`config.mk`:
```
export PLATFORM = sky130hd
export DESIGN_NAME = alu_arbiter_flat
export DESIGN_NICKNAME = d
export VERILOG_FILES = /design/src/rtl/alu_arbiter_if.sv /design/src/rtl/alu_arbiter.sv /design/src/flat_wrapper.sv
export SDC_FILE = /design/constraint.sdc
export NUM_CORES = 1
export LEC_CHECK = 0
export CORE_AREA = 2 2 128 130
export CTS_BUF_LIST = sky130_fd_sc_hd__clkbuf_2 sky130_fd_sc_hd__clkbuf_4 sky130_fd_sc_hd__clkbuf_8
export DETAILED_ROUTE_END_ITERATION = 8
export DIE_AREA = 0 0 130 132
export GPL_TIMING_DRIVEN = 0
export PLACE_DENSITY_LB_ADDON = 0.25
export RECOVER_POWER = 50
export SKIP_LAST_GASP = 1
export SLEW_MARGIN = 10
export SYNTH_ARGS = -nofsm -noshare
export SYNTH_HDL_FRONTEND = slang
export SYNTH_SLANG_ARGS = --single-unit
```
`constraint.sdc`:
```
create_clock -name clk -period 2.1 [get_ports clk]
set_clock_uncertainty 0.15 [all_clocks]
set_input_delay 0.21 -clock clk [delete_from_list [all_inputs] [get_ports clk]]
set_output_delay 0.21 -clock clk [all_outputs]
set_load 0.01 [all_outputs]
```
`src/rtl/alu_arbiter_if.sv`:
```
// Bundle of the two requester/response channels and the shared-ALU drive lines.
// The arbiter uses the slave view; requesters and the external ALU use the master view.
interface alu_arbiter_if;
   logic        req0_valid, req1_valid;
   logic        req0_ready, req1_ready;
   logic [4:0]  req0_conf,  req1_conf;
   logic        req0_sign,  req1_sign;
   logic [31:0] req0_a, req0_b, req1_a, req1_b;
   logic        rsp0_valid, rsp1_valid;
   logic        rsp0_ready, rsp1_ready;
   logic [31:0] rsp0_result, rsp1_result;
   logic        rsp0_zero, rsp1_zero;
   logic        rsp0_err,  rsp1_err;
   logic [4:0]  alu_conf;
   logic        alu_sign;
   logic [31:0] alu_in1, alu_in2;
   logic [31:0] alu_result;
   logic        alu_zero;
   logic        busy;

   modport slave (
      input  req0_valid, req1_valid, req0_conf, req1_conf, req0_sign, req1_sign,
             req0_a, req0_b, req1_a, req1_b, rsp0_ready, rsp1_ready,
             alu_result, alu_zero,
      output req0_ready, req1_ready, rsp0_valid, rsp1_valid,
             rsp0_result, rsp1_result, rsp0_zero, rsp1_zero, rsp0_err, rsp1_err,
             alu_conf, alu_sign, alu_in1, alu_in2, busy
   );

   modport master (
      output req0_valid, req1_valid, req0_conf, req1_conf, req0_sign, req1_sign,
             req0_a, req0_b, req1_a, req1_b, rsp0_ready, rsp1_ready,
             alu_result, alu_zero,
      input  req0_ready, req1_ready, rsp0_valid, rsp1_valid,
             rsp0_result, rsp1_result, rsp0_zero, rsp1_zero, rsp0_err, rsp1_err,
             alu_conf, alu_sign, alu_in1, alu_in2, busy
   );
endinterface

```
`src/rtl/alu_arbiter.sv`:
```
// Two-requester arbiter in front of one shared combinational ALU: one operation in
// flight at a time (IDLE -> EXEC -> RESP), round-robin or fixed-priority grant.
module alu_arbiter #(
   parameter int RR_EN = 1
) (
   input  logic         clk,
   input  logic         reset,
   alu_arbiter_if.slave bus
);
   localparam logic [1:0] ST_IDLE = 2'b00;
   localparam logic [1:0] ST_EXEC = 2'b01;
   localparam logic [1:0] ST_RESP = 2'b10;

   logic [1:0]  state_q, state_d;
   logic        owner_q, owner_d;
   logic        last_q,  last_d;
   logic [4:0]  conf_q,  conf_d;
   logic        sign_q,  sign_d;
   logic [31:0] in1_q,   in1_d;
   logic [31:0] in2_q,   in2_d;
   logic [31:0] res0_q,  res0_d, res1_q, res1_d;
   logic        zero0_q, zero0_d, zero1_q, zero1_d;
   logic        err0_q,  err0_d,  err1_q,  err1_d;
   logic        grant, idle, accept, owner_rdy;

   function automatic logic conf_legal(input logic [4:0] c);
      case (c)
         5'b00000, 5'b00001, 5'b00010, 5'b00011, 5'b00110, 5'b00111,
         5'b01100, 5'b01101, 5'b10000, 5'b11000, 5'b11001: conf_legal = 1'b1;
         default:                                          conf_legal = 1'b0;
      endcase
   endfunction

   // Ready is gated by reset so nothing is offered while the block is held in reset.
   assign idle = reset && (state_q == ST_IDLE);

   always_comb begin
      grant = 1'b0;
      if (bus.req0_valid && bus.req1_valid) grant = (RR_EN != 0) ? ~last_q : 1'b0;
      else if (bus.req1_valid)              grant = 1'b1;
   end

   assign accept         = idle && (bus.req0_valid || bus.req1_valid);
   assign bus.req0_ready = idle && !grant && bus.req0_valid;
   assign bus.req1_ready = idle &&  grant && bus.req1_valid;
   assign owner_rdy      = owner_q ? bus.rsp1_ready : bus.rsp0_ready;

   always_comb begin
      state_d = state_q;
      owner_d = owner_q;
      last_d  = last_q;
      conf_d  = conf_q;
      sign_d  = sign_q;
      in1_d   = in1_q;
      in2_d   = in2_q;
      res0_d  = res0_q;
      res1_d  = res1_q;
      zero0_d = zero0_q;
      zero1_d = zero1_q;
      err0_d  = err0_q;
      err1_d  = err1_q;
      case (state_q)
         ST_IDLE: begin
            if (accept) begin
               state_d = ST_EXEC;
               owner_d = grant;
               last_d  = grant;
               conf_d  = grant ? bus.req1_conf : bus.req0_conf;
               sign_d  = grant ? bus.req1_sign : bus.req0_sign;
               in1_d   = grant ? bus.req1_a    : bus.req0_a;
               in2_d   = grant ? bus.req1_b    : bus.req0_b;
            end
         end
         ST_EXEC: begin
            // Illegal codes still capture the ALU output; only the error flag differs.
            state_d = ST_RESP;
            if (owner_q) begin
               res1_d  = bus.alu_result;
               zero1_d = bus.alu_zero;
               err1_d  = !conf_legal(conf_q);
            end else begin
               res0_d  = bus.alu_result;
               zero0_d = bus.alu_zero;
               err0_d  = !conf_legal(conf_q);
            end
         end
         ST_RESP: begin
            if (owner_rdy) state_d = ST_IDLE;
         end
         default: state_d = ST_IDLE;
      endcase
   end

   always_ff @(posedge clk or negedge reset) begin
      if (!reset) begin
         state_q <= ST_IDLE;
         owner_q <= 1'b0;
         last_q  <= 1'b1;
         conf_q  <= 5'b00000;
         sign_q  <= 1'b0;
         in1_q   <= 32'd0;
         in2_q   <= 32'd0;
         res0_q  <= 32'd0;
         res1_q  <= 32'd0;
         zero0_q <= 1'b0;
         zero1_q <= 1'b0;
         err0_q  <= 1'b0;
         err1_q  <= 1'b0;
      end else begin
         state_q <= state_d;
         owner_q <= owner_d;
         last_q  <= last_d;
         conf_q  <= conf_d;
         sign_q  <= sign_d;
         in1_q   <= in1_d;
         in2_q   <= in2_d;
         res0_q  <= res0_d;
         res1_q  <= res1_d;
         zero0_q <= zero0_d;
         zero1_q <= zero1_d;
         err0_q  <= err0_d;
         err1_q  <= err1_d;
      end
   end

   assign bus.rsp0_valid  = (state_q == ST_RESP) && !owner_q;
   assign bus.rsp1_valid  = (state_q == ST_RESP) &&  owner_q;
   assign bus.rsp0_result = res0_q;
   assign bus.rsp1_result = res1_q;
   assign bus.rsp0_zero   = zero0_q;
   assign bus.rsp1_zero   = zero1_q;
   assign bus.rsp0_err    = err0_q;
   assign bus.rsp1_err    = err1_q;
   assign bus.alu_conf    = conf_q;
   assign bus.alu_sign    = sign_q;
   assign bus.alu_in1     = in1_q;
   assign bus.alu_in2     = in2_q;
   assign bus.busy        = (state_q != ST_IDLE);
endmodule

```
`src/flat_wrapper.sv`:
```
// flat-port wrapper written by rule: the top's interface ports become plain ports
module alu_arbiter_flat 
#(
   parameter int RR_EN = 1
)
  (clk, reset, bus_req0_valid, bus_req1_valid, bus_req0_conf, bus_req1_conf, bus_req0_sign, bus_req1_sign, bus_req0_a, bus_req0_b, bus_req1_a, bus_req1_b, bus_rsp0_ready, bus_rsp1_ready, bus_alu_result, bus_alu_zero, bus_req0_ready, bus_req1_ready, bus_rsp0_valid, bus_rsp1_valid, bus_rsp0_result, bus_rsp1_result, bus_rsp0_zero, bus_rsp1_zero, bus_rsp0_err, bus_rsp1_err, bus_alu_conf, bus_alu_sign, bus_alu_in1, bus_alu_in2, bus_busy);
  alu_arbiter_if bus_i ();
  input  logic clk;
  input  logic reset;
  input wire logic [$bits(bus_i.req0_valid)-1:0] bus_req0_valid;
  input wire logic [$bits(bus_i.req1_valid)-1:0] bus_req1_valid;
  input wire logic [$bits(bus_i.req0_conf)-1:0] bus_req0_conf;
  input wire logic [$bits(bus_i.req1_conf)-1:0] bus_req1_conf;
  input wire logic [$bits(bus_i.req0_sign)-1:0] bus_req0_sign;
  input wire logic [$bits(bus_i.req1_sign)-1:0] bus_req1_sign;
  input wire logic [$bits(bus_i.req0_a)-1:0] bus_req0_a;
  input wire logic [$bits(bus_i.req0_b)-1:0] bus_req0_b;
  input wire logic [$bits(bus_i.req1_a)-1:0] bus_req1_a;
  input wire logic [$bits(bus_i.req1_b)-1:0] bus_req1_b;
  input wire logic [$bits(bus_i.rsp0_ready)-1:0] bus_rsp0_ready;
  input wire logic [$bits(bus_i.rsp1_ready)-1:0] bus_rsp1_ready;
  input wire logic [$bits(bus_i.alu_result)-1:0] bus_alu_result;
  input wire logic [$bits(bus_i.alu_zero)-1:0] bus_alu_zero;
  output wire logic [$bits(bus_i.req0_ready)-1:0] bus_req0_ready;
  output wire logic [$bits(bus_i.req1_ready)-1:0] bus_req1_ready;
  output wire logic [$bits(bus_i.rsp0_valid)-1:0] bus_rsp0_valid;
  output wire logic [$bits(bus_i.rsp1_valid)-1:0] bus_rsp1_valid;
  output wire logic [$bits(bus_i.rsp0_result)-1:0] bus_rsp0_result;
  output wire logic [$bits(bus_i.rsp1_result)-1:0] bus_rsp1_result;
  output wire logic [$bits(bus_i.rsp0_zero)-1:0] bus_rsp0_zero;
  output wire logic [$bits(bus_i.rsp1_zero)-1:0] bus_rsp1_zero;
  output wire logic [$bits(bus_i.rsp0_err)-1:0] bus_rsp0_err;
  output wire logic [$bits(bus_i.rsp1_err)-1:0] bus_rsp1_err;
  output wire logic [$bits(bus_i.alu_conf)-1:0] bus_alu_conf;
  output wire logic [$bits(bus_i.alu_sign)-1:0] bus_alu_sign;
  output wire logic [$bits(bus_i.alu_in1)-1:0] bus_alu_in1;
  output wire logic [$bits(bus_i.alu_in2)-1:0] bus_alu_in2;
  output wire logic [$bits(bus_i.busy)-1:0] bus_busy;
  assign bus_i.req0_valid = bus_req0_valid;
  assign bus_i.req1_valid = bus_req1_valid;
  assign bus_i.req0_conf = bus_req0_conf;
  assign bus_i.req1_conf = bus_req1_conf;
  assign bus_i.req0_sign = bus_req0_sign;
  assign bus_i.req1_sign = bus_req1_sign;
  assign bus_i.req0_a = bus_req0_a;
  assign bus_i.req0_b = bus_req0_b;
  assign bus_i.req1_a = bus_req1_a;
  assign bus_i.req1_b = bus_req1_b;
  assign bus_i.rsp0_ready = bus_rsp0_ready;
  assign bus_i.rsp1_ready = bus_rsp1_ready;
  assign bus_i.alu_result = bus_alu_result;
  assign bus_i.alu_zero = bus_alu_zero;
  assign bus_req0_ready = bus_i.req0_ready;
  assign bus_req1_ready = bus_i.req1_ready;
  assign bus_rsp0_valid = bus_i.rsp0_valid;
  assign bus_rsp1_valid = bus_i.rsp1_valid;
  assign bus_rsp0_result = bus_i.rsp0_result;
  assign bus_rsp1_result = bus_i.rsp1_result;
  assign bus_rsp0_zero = bus_i.rsp0_zero;
  assign bus_rsp1_zero = bus_i.rsp1_zero;
  assign bus_rsp0_err = bus_i.rsp0_err;
  assign bus_rsp1_err = bus_i.rsp1_err;
  assign bus_alu_conf = bus_i.alu_conf;
  assign bus_alu_sign = bus_i.alu_sign;
  assign bus_alu_in1 = bus_i.alu_in1;
  assign bus_alu_in2 = bus_i.alu_in2;
  assign bus_busy = bus_i.busy;
  alu_arbiter #(.RR_EN(RR_EN)) u_core (.clk(clk), .reset(reset), .bus(bus_i));
endmodule
```
==> results.sh <==
export IMPL_synth_edf_count=0
export IMPL_portBuffers=321
export IMPL_drive_above_1_share_pct=17.7
export IMPL_syn_inst=482
export IMPL_rsz0062_at_grt="yes"
export IMPL_max_freq_mhz=493
export IMPL_drt_pass1_iter_count=4
export IMPL_worstSetupEndpointType="output port"
export IMPL_post_route_util_pct=64.7
export IMPL_setup_viol=0
export IMPL_antenna_cells=0
export IMPL_fp_dieW_um=130
export IMPL_final_nets=1008
export IMPL_grt_pass1_vias=5428
export IMPL_syn_num_nets=661
export IMPL_grt_usage_pct=22.6
export IMPL_avgSynthCellArea_um2=12.9
export IMPL_wire_per_inst_um=18.1
export IMPL_ir_worst_vdd_v=0.000597
export IMPL_cts_hold_buffers=2
export IMPL_clockBufferDepth=2
export IMPL_row_count=46
export IMPL_place_congestion=0.798
export IMPL_worstPathRequired_ps=1740
export IMPL_cts_sinks=142
export IMPL_rr_worst_depth=5
export IMPL_drv_cap=0
export IMPL_ant_nets=0
export IMPL_final_cell_mix="clkdlybuf4s50_1 (286), dfrtp_1 (140), nor2_1 (75)"
export IMPL_remaining_drc_errors=0
export IMPL_syn2layout_area_growth_pct=64.0
export IMPL_endpoint="bus_req1_ready"
export IMPL_start_util_pct=39.5
export IMPL_period_needed_ps=2030
export IMPL_critPathMaxFanout=4
export IMPL_fin_tns_setup_ps=0
export IMPL_status="complete, but fails checks"
export IMPL_cts_tree="built"
export IMPL_p_leak_nw=4.38
export IMPL_cp_arrival_ps=1670
export IMPL_via_count=5026
export IMPL_htree_levels=4
export IMPL_core_um2=15700
export IMPL_r2r_slack_ps=130
export IMPL_drv_slew=0
export IMPL_tightest_slew_ps=975
export IMPL_clk_latency_ps=440
export IMPL_overflow=0
export IMPL_reg2reg_from="u_core.state_q[1]$_DFFE_PN0P_"
export IMPL_synthArstFlopShare_pct=100
export IMPL_fin_crit_sh_pct=96.6
export IMPL_drtIter0Drc=150
export IMPL_pre_cts_ws_ps=-645
export IMPL_yosysUniqueCellTypes=26
export IMPL_grt_max_degree=75
export IMPL_hold_path_class="in -> async"
export IMPL_ios=322
export IMPL_ys_seq_elements=142
export IMPL_path_clk_slew_ps=80
export IMPL_grt_pass1_wl_um=29400
export IMPL_antenna_found_initial=0
export IMPL_syn_area_um2=6200
export IMPL_cts_buffers=17
export IMPL_die_y_um=132
export IMPL_hold_viol=72
export IMPL_ys_warn_count=0
export IMPL_mostFrequentLayoutCell="clkdlybuf4s50_1"
export IMPL_critPathKind="reg -> out"
export IMPL_hold_ws_ps=-494
export IMPL_violations="negative hold slack"
export IMPL_worst_slack_ps=71.9
export IMPL_power_density_nw_per_um2=1370
export IMPL_setup_worst_path_start="u_core.last_q$_DFFE_PN1P_"
export IMPL_via_per_inst=4.75
export IMPL_slew_headroom_pct=35.0
export IMPL_cp_start_kind="flop"
export IMPL_die_area_um2=17200
export IMPL_cts_root_buf="clkbuf_8"
export IMPL_hpwl_um=14600
export IMPL_r2r_end="u_core.bus.rsp1_result[6]$_DFFE_PN0P_"
export IMPL_routed_wl_um=19100
export IMPL_power_mw=13.9
export IMPL_yosys_most_used_dff="dfrtp_1"
export IMPL_yosysSeqAreaShare_pct=57.3
-- synth_stat cells, types with 2 or more instances --
master	instances	area, µm²
dfrtp_1	141	3530
nor2_1	76	285
mux2i_1	71	711
a21oi_1	64	320
mux2_2	39	439
mux2_4	28	420
buf_4	23	173
a21oi_2	8	70.1
buf_6	6	67.6
o21ai_0	5	25.0
nand2_1	4	15.0
inv_1	2	7.51
nand2b_1	2	12.5
-- logic make-up (layout without fill, tap and decap cells) --
| logic type | Yosys count | in the layout | share of synthesized area [%] |
|---|---|---|---|
| AO/OA/AOI/OAI | 80 | 80 | 7.06 |
| buffers and inverters | 33 | 392 | 4.32 |
| flip-flops | 142 | 142 | 57.3 |
| multiplexers | 138 | 138 | 25.3 |
| AND/OR/NAND/NOR | 89 | 89 | 5.97 |
-- sequential cells by signal, summed over array words and instances, names as in the netlist --
register	count
u_core.bus.rsp1_err	1
u_core.bus.alu_conf	5
u_core.bus.rsp0_err	1
u_core.bus.rsp1_result	32
u_core.last_q	1
u_core.bus.rsp1_zero	1
u_core.state_q	2
u_core.bus.alu_in2	32
u_core.bus.alu_in1	32
u_core.bus.rsp0_result	32
u_core.owner_q	1
u_core.bus.rsp0_zero	1
u_core.bus.alu_sign	1
-- how the worst min path moves through the flow --
stage,endpoint,slack [ps],start
after floorplan,u_core.bus.alu_conf[0]$_DFFE_PN0P_,-240,reset
after global placement,u_core.bus.rsp1_err$_DFFE_PN0P_,310,u_core.bus.rsp1_err$_DFFE_PN0P_
after detailed placement,u_core.bus.rsp1_result[10]$_DFFE_PN0P_,120,reset
after CTS,u_core.bus.rsp1_result[11]$_DFFE_PN0P_,-500,reset
after global routing,u_core.bus.rsp1_result[11]$_DFFE_PN0P_,-500,reset
final,u_core.bus.rsp1_result[9]$_DFFE_PN0P_,-490,reset
-- through the flow --
step	std cells	instance area, µm²
floorplan	482	6200
global placement	1019	9680
detailed placement	1020	9710
CTS	1057	10200
global route	1057	10200
finish	1057	10200
-- routing by layer --
layer,track usage (%),part of all wire [%],vias up
met5,0,0,-
met4,8.00,2.3,0
met3,8.24,8.8,29
met2,39.7,52,223
met1,24.9,37,2416
li1,-,-,2358
-- timing repair --
action                                 4_1_cts  5_1_grt
pin swaps                                    1        0
resized for setup                            8        6
cloned                                       1        0
buffers inserted                             3        0
endpoints found under the hold margin      106       72
setup endpoints to repair                   75        2
-- layout make-up --
type                    instances  area [µm²]
inverters                       2        7.51
multi-input cells             307        2380
plain buffers                  31         253
clock inverters                10         163
flip-flops and latches        142        3560
fillers                      1190        5540
clock buffers                  21         277
repair buffers                328        3260
well taps                     216         270
-- worst max-delay path, stage by stage, from the launching register on --
cell	delay (ps)
dfstp_2	540
a21boi_0	80
buf_4	150
and2_1	150
dlygate4sd2_1	310
-- power breakdown --
part	switching [mW]	leakage (nW)	internal, mW
logic	2.70	2.56	3.92
registers	0.798	1.61	4.09
clock network	1.03	0.219	1.38
total	4.53	4.38	9.39
(Power assumes the default switching activity.)
